--- src/rtl/c_tile_drain.sv ---
`default_nettype none
// ============================================================================
// Module   : c_tile_drain
// Purpose  : Reads a finished C tile from the output BRAM in row-major order,
//            requantizes each accumulator (rounding right-shift and signed
//            saturation) and streams it out on a valid/ready port. A 2-entry
//            skid buffer absorbs the 1-cycle BRAM read latency.
// Options  : `define C_TILE_DRAIN_PERF_EN adds the stall_cycles counter port.
// Revision : 1.0 - initial release
// ============================================================================
module c_tile_drain #(
  parameter int N      = 8,
  parameter int ACC_W  = 32,
  parameter int OUT_W  = 8,
  parameter int ADDR_W = $clog2(N*N)
) (
  input  logic                    clk,
  input  logic                    rst,
  input  logic                    start,
  input  logic [15:0]             rows,
  input  logic [15:0]             cols,
  input  logic [4:0]              shift,
  output logic                    bram_re,
  output logic [ADDR_W-1:0]       bram_raddr,
  input  logic signed [ACC_W-1:0] bram_rdata,
  output logic                    out_valid,
  input  logic                    out_ready,
  output logic [OUT_W-1:0]        out_data,
  output logic                    out_last,
  output logic                    busy,
  output logic                    done
`ifdef C_TILE_DRAIN_PERF_EN
  ,
  output logic [31:0]             stall_cycles
`endif
);

  typedef enum logic [1:0] {
    S_IDLE  = 2'd0,
    S_RUN   = 2'd1,
    S_DRAIN = 2'd2
  } state_t;

  localparam logic [ADDR_W-1:0]     C_N_ADDR  = ADDR_W'(N);
  localparam logic [15:0]           C_N_CNT   = 16'(N);
  localparam logic signed [ACC_W:0] C_SAT_MAX = {{(ACC_W-OUT_W+2){1'b0}}, {(OUT_W-1){1'b1}}};
  localparam logic signed [ACC_W:0] C_SAT_MIN = {{(ACC_W-OUT_W+2){1'b1}}, {(OUT_W-1){1'b0}}};

  state_t              state_q;
  logic [15:0]         rows_q, cols_q, row_q, col_q;
  logic [4:0]          shift_q;
  logic [ADDR_W-1:0]   addr_q, row_base_q;
  logic                busy_q, done_q;
  logic                inflight_q, inflight_last_q;

  // skid buffer storage
  logic [OUT_W-1:0]    buf_data_q [2];
  logic                buf_last_q [2];
  logic                rd_ptr_q, wr_ptr_q;
  logic [1:0]          cnt_q;

  logic                w_hs, w_start_ok, w_last_rc, w_credit, w_issue;
  logic [15:0]         w_rows_eff, w_cols_eff;
  logic [4:0]          w_shift_eff;
  logic signed [ACC_W:0] w_ext, w_rnd, w_sum, w_y;
  logic [OUT_W-1:0]    w_q;

  assign w_hs       = out_valid && out_ready;
  assign w_start_ok = start && (state_q == S_IDLE) && !done_q;
  assign w_last_rc  = (row_q == rows_q - 16'd1) && (col_q == cols_q - 16'd1);
  // A pop this cycle frees a slot for this cycle's issue decision.
  assign w_credit   = ({1'b0, cnt_q} + {2'b00, inflight_q}) <= (3'd1 + {2'b00, w_hs});
  assign w_issue    = (state_q == S_RUN) && w_credit;

  assign w_rows_eff  = ((rows == 16'd0) || (rows > C_N_CNT)) ? C_N_CNT : rows;
  assign w_cols_eff  = ((cols == 16'd0) || (cols > C_N_CNT)) ? C_N_CNT : cols;
  assign w_shift_eff = ({27'd0, shift} >= 32'(ACC_W)) ? 5'(ACC_W - 1) : shift;

  assign bram_re    = w_issue;
  assign bram_raddr = addr_q;
  assign out_valid  = (cnt_q != 2'd0);
  assign out_data   = buf_data_q[rd_ptr_q];
  assign out_last   = buf_last_q[rd_ptr_q];
  assign busy       = busy_q;
  assign done       = done_q;

  // Requantize the read word: widen by one bit so the rounding add cannot overflow.
  always_comb begin
    w_ext = $signed({bram_rdata[ACC_W-1], bram_rdata});
    w_rnd = '0;
    if (shift_q != 5'd0) begin
      w_rnd = $signed({{ACC_W{1'b0}}, 1'b1} << (shift_q - 5'd1));
    end
    w_sum = w_ext + w_rnd;
    w_y   = w_sum >>> shift_q;
    if (w_y > C_SAT_MAX) begin
      w_q = C_SAT_MAX[OUT_W-1:0];
    end else if (w_y < C_SAT_MIN) begin
      w_q = C_SAT_MIN[OUT_W-1:0];
    end else begin
      w_q = w_y[OUT_W-1:0];
    end
  end

  // Drain FSM: sequences read addresses and generates busy/done.
  always_ff @(posedge clk) begin
    if (rst) begin
      state_q         <= S_IDLE;
      rows_q          <= 16'd0;
      cols_q          <= 16'd0;
      row_q           <= 16'd0;
      col_q           <= 16'd0;
      shift_q         <= 5'd0;
      addr_q          <= '0;
      row_base_q      <= '0;
      busy_q          <= 1'b0;
      done_q          <= 1'b0;
      inflight_q      <= 1'b0;
      inflight_last_q <= 1'b0;
    end else begin
      done_q          <= 1'b0;
      inflight_q      <= w_issue;
      inflight_last_q <= w_issue && w_last_rc;
      case (state_q)
        S_IDLE: begin
          if (w_start_ok) begin
            rows_q     <= w_rows_eff;
            cols_q     <= w_cols_eff;
            shift_q    <= w_shift_eff;
            row_q      <= 16'd0;
            col_q      <= 16'd0;
            addr_q     <= '0;
            row_base_q <= '0;
            busy_q     <= 1'b1;
            state_q    <= S_RUN;
          end
        end
        S_RUN: begin
          if (w_issue) begin
            if (w_last_rc) begin
              state_q <= S_DRAIN;
            end else if (col_q == cols_q - 16'd1) begin
              col_q      <= 16'd0;
              row_q      <= row_q + 16'd1;
              row_base_q <= row_base_q + C_N_ADDR;
              addr_q     <= row_base_q + C_N_ADDR;
            end else begin
              col_q  <= col_q + 16'd1;
              addr_q <= addr_q + ADDR_W'(1);
            end
          end
        end
        S_DRAIN: begin
          if (w_hs && out_last) begin
            state_q <= S_IDLE;
            busy_q  <= 1'b0;
            done_q  <= 1'b1;
          end
        end
        default: state_q <= S_IDLE;
      endcase
    end
  end

  // Skid buffer: write when read data returns, pop on handshake, FIFO order.
  always_ff @(posedge clk) begin
    if (rst) begin
      buf_data_q[0] <= '0;
      buf_data_q[1] <= '0;
      buf_last_q[0] <= 1'b0;
      buf_last_q[1] <= 1'b0;
      rd_ptr_q      <= 1'b0;
      wr_ptr_q      <= 1'b0;
      cnt_q         <= 2'd0;
    end else begin
      if (inflight_q) begin
        buf_data_q[wr_ptr_q] <= w_q;
        buf_last_q[wr_ptr_q] <= inflight_last_q;
        wr_ptr_q             <= ~wr_ptr_q;
      end
      if (w_hs) begin
        rd_ptr_q <= ~rd_ptr_q;
      end
      case ({inflight_q, w_hs})
        2'b10:   cnt_q <= cnt_q + 2'd1;
        2'b01:   cnt_q <= cnt_q - 2'd1;
        default: cnt_q <= cnt_q;
      endcase
    end
  end

`ifdef C_TILE_DRAIN_PERF_EN
  logic [31:0] stall_q;
  assign stall_cycles = stall_q;

  // Count backpressure cycles, saturating; cleared by an accepted start.
  always_ff @(posedge clk) begin
    if (rst) begin
      stall_q <= 32'd0;
    end else if (w_start_ok) begin
      stall_q <= 32'd0;
    end else if (out_valid && !out_ready && (stall_q != 32'hFFFF_FFFF)) begin
      stall_q <= stall_q + 32'd1;
    end
  end
`endif

endmodule
`default_nettype wire
--- config.mk ---
export PLATFORM = sky130hd
export DESIGN_NAME = c_tile_drain
export DESIGN_NICKNAME = d
export VERILOG_FILES = /design/src/rtl/c_tile_drain.sv
export SDC_FILE = /design/constraint.sdc
export NUM_CORES = 1
export LEC_CHECK = 0
export CAP_MARGIN = 20
export CORE_ASPECT_RATIO = 2
export CORE_MARGIN = 2
export CORE_UTILIZATION = 55
export DETAILED_ROUTE_END_ITERATION = 8
export PLACE_DENSITY = 0.76
export SKIP_CTS_REPAIR_TIMING = 1
export SLEW_MARGIN = 20
export SYNTH_ARGS = -nofsm -noshare
export SYNTH_HDL_FRONTEND = slang
export SYNTH_SLANG_ARGS = --single-unit
--- constraint.sdc ---
create_clock -name clk -period 15.14 [get_ports clk]
set_clock_uncertainty 0.2 [all_clocks]
set_input_delay 3.028 -clock clk [delete_from_list [all_inputs] [get_ports clk]]
set_output_delay 3.028 -clock clk [all_outputs]
set_load 0.1 [all_outputs]
Word-level counts from Yosys, hierarchy flattened
Memories as Yosys holds them, arrays and structs flattened. A register that Yosys moved wholly into a read port is not among the register bits.
Cells that the tools add are included.
{"block": "word_totals", "latchBits": 0, "regBits": 91, "rom_bits": 0, "ram_bits": 18, "inputBits": 73, "output_inout_bits": 19, "wordCells": 125, "memories": 2}
{"name": "buf_data_q", "words": 2, "width": 8, "rd": 1, "rd_ports_with_merged_regs": 1, "write_ports": 2, "line_no": "57", "text": "logic [OUT_W-1:0] buf_data_q [2];"}
{"name": "buf_last_q", "words": 2, "width": 1, "rd": 1, "rd_ports_with_merged_regs": 1, "write_ports": 2, "line_no": "58", "text": "logic buf_last_q [2];"}
{"block": "op_classes", "bitwise_logic": 3, "shifts": 2, "n_reduce_logical": 26, "addsub": 12, "mul": 0, "eq_ne": 12, "mux": 48, "n_lt_le_gt_ge": 5, "n_div": 0}
{"op": "16-bit 2-to-1 mux", "n": 9}
{"op": "16-bit one-hot mux with 2 select lines", "n": 2}
{"op": "6-bit 2-to-1 mux", "n": 7}
{"op": "32-bit by 33-bit adder with 33-bit output", "n": 1}
{"op": "33-bit by 8-bit > comparator with 1-bit output, second input constant", "n": 1}
{"op": "33-bit by 8-bit < comparator with 1-bit output, second input constant", "n": 1}
{"op": "33-bit 2-to-1 mux", "n": 1}
{"op": "1-bit by 5-bit << shifter with 33-bit output, first input constant", "n": 1}
{"op": "33-bit by 5-bit >>> shifter with 33-bit output", "n": 1}
{"op": "16-bit by 1-bit adder with 16-bit output, second input constant", "n": 2}
{"op": "16-bit == test", "n": 2}
{"op": "16-bit by 4-bit > comparator with 1-bit output, second input constant", "n": 2}
{"op": "16-bit logical NOT", "n": 2}
{"op": "16-bit by 1-bit subtractor with 16-bit output, second input constant", "n": 2}
{"op": "8-bit 2-to-1 mux", "n": 3}
{"op": "6-bit one-hot mux with 2 select lines", "n": 2}
{"op": "1-bit 2-to-1 mux", "n": 17}
{"op": "2-bit inequality test, second input constant", "n": 5}
{"op": "2-bit 2-to-1 mux", "n": 4}
{"op": "4-bit AND reduction", "n": 2}
{"op": "2-bit nonzero test", "n": 4}
{"op": "8-bit OR reduction", "n": 1}
{"op": "1-bit logical AND", "n": 7}
{"op": "6-bit by 1-bit adder with 6-bit output, second input constant", "n": 1}
{"op": "other kinds (23)", "n": 28}

Longest topological paths before layout
{"block": "depth", "ltp_word": 9, "ltp_mapped": 23, "ltp_nobuf": 20}

Worst setup path before layout
No wires, ideal clock.
{"block": "synth_path", "kind": "input to output", "from": "in out_ready", "to": "out bram_re", "cell_stages": 8, "arrival_time_ns": 4.598, "slack_ns": 7.314, "path_cell_list": "nand2_1 > inv_1 > fa_1 > nor2_1 > nand2_1 > nand2_1 > nand2_1 > inv_1"}
{"block": "synth_via", "elab_chain_cells": 4}
{"element": "from (decl)", "line_no": "27", "text": "input logic out_ready,"}
{"element": "1-bit logical AND", "line_no": "68", "text": "assign w_hs = out_valid && out_ready;"}
{"element": "via w_hs", "line_no": "62", "text": "logic w_hs, w_start_ok, w_last_rc, w_credit, w_issue;"}
{"element": "1-bit by 1-bit adder with 2-bit output", "line_no": "72", "text": "assign w_credit = ({1'b0, cnt_q} + {2'b00, inflight_q}) <= (3'd1 + {2'b00, w_hs});"}
{"element": "3-bit by 2-bit less-or-equal comparator with 1-bit output", "line_no": "72"}
{"element": "1-bit logical AND", "line_no": "73", "text": "assign w_issue = (state_q == S_RUN) && w_credit;"}
{"element": "to (decl)", "line_no": "23", "text": "output logic bram_re,"}
The timed path passes the listed nets, and every way through them passes these cells.

Final worst setup path
Same ends and word-level chain as after synthesis.

==> qor.txt <==
Vias in the first global route: 11495
Initial antenna violation count: 1
Area share of fa/ha/maj cells after synthesis: 5.21%
Critical Path Fanout Max: 5
CP peak stage delay: 1.13 ns
Hold/Removal Path Class: flip-flop to flip-flop
Yosys top cell by area: dfxtp_1
Reg2Reg Setup Slack: 7.87 ns
Starting Density: 56.0%
CTS tree: yes
Vias: 11677
Logic pwr share: 42.3%
Yosys top cell area share: 16.4%
Largest net degree at the start of global routing: 49
# setup viols final: 0
Post-synthesis compound-gate area fraction: 26.0%
Commonest non-fill, non-tap cell in the layout: nor2_1
Vias per inst: 6.73
Total power: 967 uW
I/O Pins: 92
Synth Area in Simple Gates: 29.2%
Mux cell area share after synthesis: 5.94%
Yosys warns: 0
Slew headroom: 29.9%
Syn nets: 1550
Worst skew pair latency: 0.37 ns
Core region area: 19400 um2
CTS buffer count: 9
GRT overflow: 0
CP most frequent cell: nand2_1
Top post-synthesis cells by area: dfxtp_1, nor2_1, edfxtp_1
Fin nets: 1587
Hold depth: 2
PwrDens: 79.4 nW/um2
Status: finished, final reports clean
Overall Global Routing Usage: 37.3%
CTS max path bufs: 2
Hpwl dp: 29.9 mm
Xor/xnor share of the synthesized area: 7.56%
Setup_tns: 0 ns
CP max stage cell: clkdlybuf4s50_1
Reg power frac: 32.8%
Clock sink total: 107
Startpoint types: input pin
Asr flop ratio synth: 0%
Die Wd: 103 um
Clock transition at path regs: 0.07 ns
Final Hold Viols: 0
Peak VDD IR: 0.0000642 V
DRT Pass-1 Iters: 8
Starting DRT DRC Count: 829
First-pass GRT wire length: 59.7 mm
Slew Limit Fails: 0
Sw frac: 41.3%
Synth-to-layout area growth: 12.2%
Arrival time at the worst endpoint: 5.76 ns
Leakage: 0.00455 uW
RSZ-0062 raised after global routing: false
CP endpoint kind: output pin
Row count: 72
Mapped Cells: 1433
Max H-tree Level: 3
IO Port Bufs: 91
Worst slew pin tran: 1.05 ns
Area after DPL: 11900 um2
CP Class: input pin to output pin
Residual DRC: 0
Synthesized cell area: 10900 um2
GP Congestion: 1.05
Post-synthesis sequential area ratio: 21.4%
Clock root cell: clkbuf_16
Maxcap violations: 0
Average size of a mapped cell: 7.57 um2
Fin crit share: 59.4%
Die Area: 20900 um2
Top FF cell, synth: dfxtp_1
Fmax: 111 MHz
WL final: 38.5 mm
Post-synth cell types: 109
Minimum clock period: 8.99 ns
Layout cells sized above 1: 7.59%
CP required: 11.91 ns
Internal power: 567 uW
Commonest non-fill, non-tap cells in the layout: nor2_1, nand2_1, clkdlybuf4s50_1, a21oi_1, dfxtp_1
WL per Instance: 22.2 um
R2r worst-path depth: 18
Antenna Nets Post-Route: 0
Post-synth EDFFs: 18
Net Sw Power: 400 uW
Final instance area: 12200 um2
Combinational family with the most area after synthesis: simple AND/OR/NAND/NOR gates
CP Cell Sequence: clkdlybuf4s50_1 -> nand2_1 -> inv_1 -> fa_1 -> nor2_1 -> nand2_1 -> nand2_1 -> nand2_1 -> inv_1 -> clkdlybuf4s50_1
#FFs+latches synth: 107
Die Ht: 203 um
Clk pwr share: 24.9%
-- registers in the layout, indices dropped and copies added (netlist names), 3 cells and up, named ones only --
signal / flops
row_base_q: 3
rows_q: 16
buf_data_q: 16
cols_q: 16
col_q: 16
bram_raddr: 6
row_q: 16
shift_q: 5
-- per-layer routing --
| layer | track usage (%) | share of wire (%) | wire length, um | up-vias |
|---|---|---|---|---|
| met2 | 66.8 | 52 | 20000 | 543 |
| met3 | 6.54 | 5.3 | 2040 | 256 |
| met5 | 0 | 0 | 0 | - |
| met4 | 35.4 | 11 | 4410 | 0 |
| met1 | 33.0 | 31 | 12000 | 5447 |
| li1 | - | - | - | 5431 |
-- worst paths after layout --
check | from | to
setup / recovery | out_ready | bram_re
hold / removal | row_base_q[4]$_SDFFE_PP0P_ | row_base_q[4]$_SDFFE_PP0P_
setup reg to reg | shift_q[2]$_SDFFE_PP0P_ | buf_data_q[0][4]$_SDFFCE_PN0P_
hold reg to reg | row_base_q[4]$_SDFFE_PP0P_ | row_base_q[4]$_SDFFE_PP0P_
-- per-stage QoR --
stage          cells  hold WS [ns]  worst slack [ns]  utilization (%)
4_1_cts         1734         0.277              6.14             62.9
3_3_place_gp    1718         0.257              6.19             61.3
3_5_place_dp    1718         0.265              6.15             61.3
5_1_grt         1735         0.302              5.98             62.9
2_1_floorplan   1433         0.249              7.31                -
6_report        1735         0.277              6.15             62.9
-- power by group through the flow --
stage	sequential (uW)	combinational (uW)	clock (uW)
after floorplan	325	282	0
after global placement	323	395	0
after detailed placement	323	398	0
after CTS	317	400	243
after global routing	319	435	253
final	317	409	241
-- critical path, delay by kind of cell --
| kind | cells | cell delay [ns] |
|---|---|---|
| buffers and inverters | 4 | 1.87 |
| adder cells (fa/ha/maj) | 1 | 0.47 |
| AND/OR/NAND/NOR | 5 | 0.39 |
-- synthesized netlist by cell type, types with 10 or more instances --
| library cell | instances |
|---|---|
| a211o_1 | 11 |
| a211oi_1 | 34 |
| a21o_1 | 14 |
| a21oi_1 | 90 |
| a22oi_1 | 11 |
| a31oi_1 | 13 |
| and2_1 | 36 |
| and3_1 | 15 |
| and4_1 | 11 |
| buf_2 | 20 |
| clkbuf_1 | 49 |
| dfxtp_1 | 89 |
| edfxtp_1 | 18 |
| ha_1 | 42 |
| inv_1 | 38 |
| mux2_2 | 16 |
| mux2i_1 | 25 |
| nand2_1 | 131 |
| nand2b_1 | 18 |
| nand3_1 | 39 |
| nand4_1 | 28 |
| nor2_1 | 185 |
| nor3_1 | 52 |
| nor4_1 | 17 |
| o211ai_1 | 25 |
| o21ai_0 | 58 |
| o21ai_1 | 10 |
| or2_2 | 10 |
| or3_1 | 19 |
| xnor2_1 | 53 |
| xor2_1 | 37 |
-- cell families after synthesis --
kind of cell / Yosys count
buf+inv: 124
flops: 107
simple gates: 617
fa+ha+maj: 44
mux: 51
xor+xnor: 92
other cells: 1
compound gates: 397
-- final cells by class --
cell class                      count  area (um2)
Antenna cell                        1        2.50
Clock buffer                       11         264
Clock inverter                      5        42.5
Fill cell                        1816        7190
Inverter                           42         158
Multi-Input combinational cell   1202        8030
Sequential cell                   107        2320
Tap cell                          259         324
Timing Repair Buffer              108        1040
No activity file was read; power rests on OpenSTA's default activity.
